File: src/rtl/instr_encoder.sv
// instr_encoder: packs decoded instruction fields into 16-bit ISA words and
// streams them, with sequential memory addresses, toward instruction memory.
// Range-checks fields, stops on END, and latches error/done status until start.
module instr_encoder #(
  parameter int MEMO_LINES = 64,
  parameter int REGI_SIZE  = 16,
  localparam int ADDR_W    = $clog2(MEMO_LINES)
) (
  input  logic                  clk,
  input  logic                  rst_n,
  input  logic                  start,
  input  logic                  in_valid,
  output logic                  in_ready,
  input  logic [3:0]            in_opcode,
  input  logic [1:0]            in_cond,
  input  logic [3:0]            in_ra,
  input  logic [3:0]            in_rb,
  input  logic [3:0]            in_rd,
  input  logic [1:0]            in_va,
  input  logic [1:0]            in_vd,
  input  logic [9:0]            in_imm,
  output logic                  out_valid,
  input  logic                  out_ready,
  output logic [REGI_SIZE-1:0]  out_word,
  output logic [ADDR_W-1:0]     out_addr,
  output logic [ADDR_W:0]       count,
  output logic                  done,
  output logic                  err,
  output logic [1:0]            err_code
);

  typedef enum logic [1:0] {S_IDLE, S_RUN, S_DONE, S_ERR} state_t;

  localparam logic [3:0] OP_END = 4'd14;

  state_t                state_q, state_d;
  logic                  out_valid_q, out_valid_d;
  logic [REGI_SIZE-1:0]  out_word_q, out_word_d;
  logic [ADDR_W-1:0]     out_addr_q, out_addr_d;
  logic [ADDR_W:0]       count_q, count_d;
  logic                  done_q, done_d;
  logic                  err_q, err_d;
  logic [1:0]            err_code_q, err_code_d;
  logic                  held_end_q, held_end_d;

  logic [REGI_SIZE-1:0]  enc_word;
  logic [1:0]            enc_code;
  logic                  last_addr;
  logic                  out_fire;
  logic                  accept;

  // Field packing and range checking for the bundle currently on the inputs
  always_comb begin
    enc_word      = '0;
    enc_code      = 2'd0;
    enc_word[3:0] = in_opcode;
    case (in_opcode)
      4'd0: begin
        enc_word[13:10] = in_ra;
        enc_word[9:6]   = in_rb;
      end
      4'd1: begin
        enc_word[15:14] = in_cond;
        enc_word[13:4]  = in_imm;
        if ({1'b0, in_imm} >= 11'(MEMO_LINES)) enc_code = 2'd2;
      end
      4'd2, 4'd6, 4'd7: begin
        enc_word[15:14] = in_cond;
        enc_word[12:11] = in_va;
        enc_word[10:9]  = in_vd;
        enc_word[8:5]   = in_rb;
      end
      4'd3: begin
        enc_word[15:14] = in_cond;
        enc_word[12:11] = in_va;
        enc_word[10:9]  = in_vd;
        enc_word[8:4]   = in_imm[4:0];
        if (in_imm > 10'd31) enc_code = 2'd2;
      end
      4'd4, 4'd5: begin
        enc_word[15:14] = in_cond;
        enc_word[13:10] = in_ra;
        enc_word[9:8]   = (in_opcode == 4'd4) ? in_vd : in_va;
        enc_word[7:5]   = in_imm[2:0];
        if (in_imm > 10'd7) enc_code = 2'd2;
      end
      4'd8: begin
        enc_word[15:14] = in_cond;
        enc_word[13:12] = in_va;
        enc_word[11:10] = in_vd;
        enc_word[9:7]   = in_imm[5:3];
        enc_word[6:4]   = in_imm[2:0];
        if (in_imm > 10'd63) enc_code = 2'd2;
      end
      4'd9, 4'd10: begin
        enc_word[15:12] = in_ra;
        enc_word[11:8]  = in_rd;
        enc_word[7:4]   = in_rb;
      end
      4'd11, 4'd12: begin
        enc_word[15:12] = in_ra;
        enc_word[11:8]  = in_rd;
        enc_word[7:4]   = in_imm[3:0];
        if (in_imm > 10'd15) enc_code = 2'd2;
      end
      4'd13, 4'd14: ;
      default: enc_code = 2'd1;
    endcase
  end

  assign last_addr = (out_addr_q == ADDR_W'(MEMO_LINES - 1));
  assign out_fire  = out_valid_q && out_ready;
  // A held END or a held word at the last line ends the stream once it drains,
  // so no further bundle is taken alongside it (it would have no valid slot).
  assign in_ready  = (state_q == S_RUN) && !start &&
                     (!out_valid_q || (out_ready && !held_end_q && !last_addr));
  assign accept    = in_valid && in_ready;

  // Next-state, output register and status update
  always_comb begin
    state_d     = state_q;
    out_valid_d = out_valid_q;
    out_word_d  = out_word_q;
    out_addr_d  = out_addr_q;
    count_d     = count_q;
    done_d      = done_q;
    err_d       = err_q;
    err_code_d  = err_code_q;
    held_end_d  = held_end_q;
    if (start) begin
      state_d     = S_RUN;
      out_valid_d = 1'b0;
      out_addr_d  = '0;
      count_d     = '0;
      done_d      = 1'b0;
      err_d       = 1'b0;
      err_code_d  = 2'd0;
      held_end_d  = 1'b0;
    end else if (state_q == S_RUN) begin
      if (out_fire) begin
        out_valid_d = 1'b0;
        out_addr_d  = out_addr_q + ADDR_W'(1);
        count_d     = count_q + (ADDR_W+1)'(1);
        if (held_end_q) begin
          state_d = S_DONE;
          done_d  = 1'b1;
        end else if (last_addr) begin
          state_d    = S_ERR;
          err_d      = 1'b1;
          err_code_d = 2'd3;
        end
      end
      if (accept) begin
        if (enc_code != 2'd0) begin
          state_d    = S_ERR;
          err_d      = 1'b1;
          err_code_d = enc_code;
        end else begin
          out_valid_d = 1'b1;
          out_word_d  = enc_word;
          held_end_d  = (in_opcode == OP_END);
        end
      end
    end
  end

  // State register with asynchronous reset clearing everything
  always_ff @(posedge clk or negedge rst_n) begin
    if (!rst_n) begin
      state_q     <= S_IDLE;
      out_valid_q <= 1'b0;
      out_word_q  <= '0;
      out_addr_q  <= '0;
      count_q     <= '0;
      done_q      <= 1'b0;
      err_q       <= 1'b0;
      err_code_q  <= 2'd0;
      held_end_q  <= 1'b0;
    end else begin
      state_q     <= state_d;
      out_valid_q <= out_valid_d;
      out_word_q  <= out_word_d;
      out_addr_q  <= out_addr_d;
      count_q     <= count_d;
      done_q      <= done_d;
      err_q       <= err_d;
      err_code_q  <= err_code_d;
      held_end_q  <= held_end_d;
    end
  end

  assign out_valid = out_valid_q;
  assign out_word  = out_word_q;
  assign out_addr  = out_addr_q;
  assign count     = count_q;
  assign done      = done_q;
  assign err       = err_q;
  assign err_code  = err_code_q;

endmodule
File: config.mk
export PLATFORM = sky130hd
export DESIGN_NAME = instr_encoder
export DESIGN_NICKNAME = d
export VERILOG_FILES = /design/src/rtl/instr_encoder.sv
export SDC_FILE = /design/constraint.sdc
export NUM_CORES = 1
export LEC_CHECK = 0
export ABC_AREA = 1
export CAP_MARGIN = 30
export CORE_MARGIN = 4
export CORE_UTILIZATION = 35
export CTS_BUF_LIST = sky130_fd_sc_hd__clkbuf_8 sky130_fd_sc_hd__clkbuf_16
export DETAILED_ROUTE_END_ITERATION = 7
export PLACE_DENSITY = 0.66
export SLEW_MARGIN = 10
export SYNTH_ARGS = -nofsm -noshare
export SYNTH_HDL_FRONTEND = slang
export SYNTH_SLANG_ARGS = --single-unit
File: constraint.sdc
create_clock -name clk -period 1.5 [get_ports clk]
set_input_delay 0.3 -clock clk [delete_from_list [all_inputs] [get_ports clk]]
set_output_delay 0.3 -clock clk [all_outputs]
set_load 0.01 [all_outputs]
==> results.cfg <==
[outcome]
status = complete, but fails checks
violations = negative setup slack

[yosys]
netlist_area_um2 = 2233
syn_inst = 324
synth.area.top_cells = dfrtp_1 41%, nand2_1 21%, inv_1 5.7%
synth_top_area_cell = dfrtp_1
yosysSeqAreaShare_pct = 41.46
synth_top_area_share_pct = 41.46
yosys.cell_types.count = 33
syn_nets = 363
avgSynthCellArea_um2 = 6.893
yosysWarnings = 0
ys_ff_latch = 37

[route]
finalWirelength_um = 6719
dr.first_iter.drc_count = 60
firstDrtPassIters = 4
ant_nets = 0
avgRoutedWirePerCell_um = 12.51
via_count = 2546
drcViolationCount = 0
drt-vias-per-instance = 4.741

[setup_path]
crit_buf_inv = 2
worstSetupPathType = register to primary output
arrival_ns = 1.37
worstReg2RegStart = out_addr[0]
regToRegSetupSlack_ns = -0.16
worstPathMaxFanout = 2
crit_chain = ha_2 -> nand3_2 -> o21ai_2 -> nand2_1 -> nand2_2 -> inv_1 -> buf_2
critPathRequiredTime_ns = 1.20
crit_family = flip-flops
cp_slowest_cell = dfrtp_1
cp.depth = 7
slowest_delay_ns = 0.36
endpoint_kind = primary output
r2r-end = out_word[3]
startpoint_type = register
r2r_cells = 11

[timing]
period_share_pct = 111.3
maxSlewHeadroom_pct = 68.06
rsz0062_at_grt = true
final.setup.worst_slack_ns = -0.1689
holdWs_ns = 0.04734
hold_viol = 0
drv_slew = 0
fmax_ghz = 0.5992
period_minus_slack_ns = 1.669
worst_pin_slew_ns = 0.4791
tns_ns = -3.061
finalClockSkew_ns = 0.007323
setup_viol = 24

[finish]
final_nets = 500
regArea_um2 = 925.9
multi_input_area_um2 = 1239
antenna_cells = 0
drive_above_1_share_pct = 26.41
fillers = 572
final_core_util_pct = 61.31
syn2layout_area_growth_pct = 66.39

[pwr]
peakVddDrop_v = 0.0005109
leakage_uw = 0.002168
fin_total_pwr_uw = 2775
p_per_area_nw_per_um2 = 746.8

[clocking]
clockBufferDepth = 2
insertion_delay_ns = 0.29
path_clk_slew_ns = 0.08
holdBufCountCts = 0
cts_buffers = 5
cts_tree = yes
htreeDepth = 2
clock-root-buffer = clkbuf_8
clkSinkCount = 37

[global_route]
grt_overflow_total = 0
grt_usage_pct = 18.14
grt_pass1_wl_um = 11270
grt_pass1_vias = 2579
antenna_found_initial = 0
grt_max_degree = 38

[floorplanning]
start_util_pct = 36.85
pin_count = 72
fp.dieArea_um2 = 7723
core-area_um2 = 6061
die_h_um = 87.88
rows = 28
fp.dieW_um = 87.88

[job]
maxCapViolations = 0

[min_path]
hold_path_class = input pin to async pin

[placed_design]
routabilityCongestion = 0.9040
dp_slack_ns = -0.4921
hpwl_um = 5196
portBuffers = 71
## logic make-up (layout without fill, tap and decap cells)
| group | after synthesis | after routing | share of synthesized area [%] |
|---|---|---|---|
| flops | 37 | 37 | 41.46 |
| xor+xnor | 1 | 1 | 0.3922 |
| simple gates | 197 | 197 | 38.26 |
| buf+inv | 44 | 182 | 8.291 |
| fa+ha+maj | 2 | 2 | 1.120 |
| compound gates | 43 | 43 | 10.48 |
## power breakdown
group / internal (uW) / switching [uW]
sequential: 1120 / 75.5
combinational: 455 / 432
clock: 321 / 372
## Yosys cell counts
cell type	n
buf_4	1
nor3b_1	1
o21ai_0	16
a211oi_1	1
nand4_1	3
nand3_1	25
nand3_4	1
nand3_2	1
nand2_1	127
nor3_1	4
and3_1	1
a21oi_1	13
nor2_4	1
buf_6	2
inv_2	5
nor2_1	25
nor3b_2	1
o21ai_1	7
ha_1	2
a31oi_1	1
dfrtp_1	37
nor2_2	3
nand3b_1	1
clkbuf_1	1
inv_1	34
or2_2	1
buf_2	1
a22o_1	1
o21ai_2	1
xor2_1	1
nand2_2	1
a22oi_1	3
nor3_4	1
## stage by stage
step           instance area (um2)  cells
2_1_floorplan                 2255    324
3_3_place_gp                  3448    521
3_5_place_dp                  3448    521
4_1_cts                       3600    535
5_1_grt                       3716    537
6_report                      3716    537
## registers in the layout, summed over array words and instances (netlist names)
name        count
count           7
done            1
err             1
err_code        2
held_end_q      1
out_addr        6
out_valid       1
out_word       16
state_q         2
## placed cells by master (no fill, tap or decap), types with 2 or more instances in the layout
| cell | count |
|---|---|
| nor2_2 | 6 |
| nand3_1 | 22 |
| nand2_1 | 110 |
| buf_6 | 7 |
| o21ai_0 | 10 |
| nand2_2 | 15 |
| nand2_4 | 3 |
| inv_1 | 31 |
| nand3_2 | 3 |
| nor3_1 | 4 |
| a21oi_1 | 13 |
| nand3_4 | 2 |
| dlymetal6s2s_1 | 14 |
| clkinv_2 | 2 |
| clkdlybuf4s50_1 | 30 |
| dlygate4sd2_1 | 24 |
| buf_4 | 57 |
| dfrtp_1 | 37 |
| buf_2 | 2 |
| nand4_1 | 3 |
| nor2_1 | 21 |
| inv_2 | 7 |
| nor2_4 | 2 |
| clkbuf_8 | 5 |
| o21ai_1 | 11 |
| a22oi_1 | 3 |
| o21ai_2 | 3 |
## final cells by class
type                            count  area share, %
Clock buffer                        5          1.852
Clock inverter                      3         0.4714
Inverter                           39          4.007
Multi-Input combinational cell    243          33.33
Sequential cell                    37          24.92
Tap cell                           75          2.525
Timing Repair Buffer              135          32.90
## worst max path at each step
stage	startpoint	to	slack, ns
after detailed placement	in_opcode[3]	out_word[10]	-0.49
final	out_addr[0]	in_ready	-0.17
after global placement	in_imm[8]	out_word[4]	-0.48
after floorplan	out_addr[1]	out_word[4]	-0.07
after global routing	out_addr[1]	in_ready	-0.28
after CTS	out_addr[1]	in_ready	-0.20
## repair_timing
action | in CTS | in global routing
setup buffers | 5 | 3
hold endpoints to repair | 0 | 0
resized for setup | 50 | 41
gates cloned | 1 | 0
endpoints found under the setup margin | 46 | 41
pin swaps | 11 | 12
## metal layers
layer,GRT usage (%),wire length [um],vias up
li1,-,-,1303
met1,22.66,3027,1158
met2,31.78,3215,78
met3,3.387,398,7
met4,5.300,77,0
met5,0,0,-
Note: power is estimated with default switching activity, not from simulation.
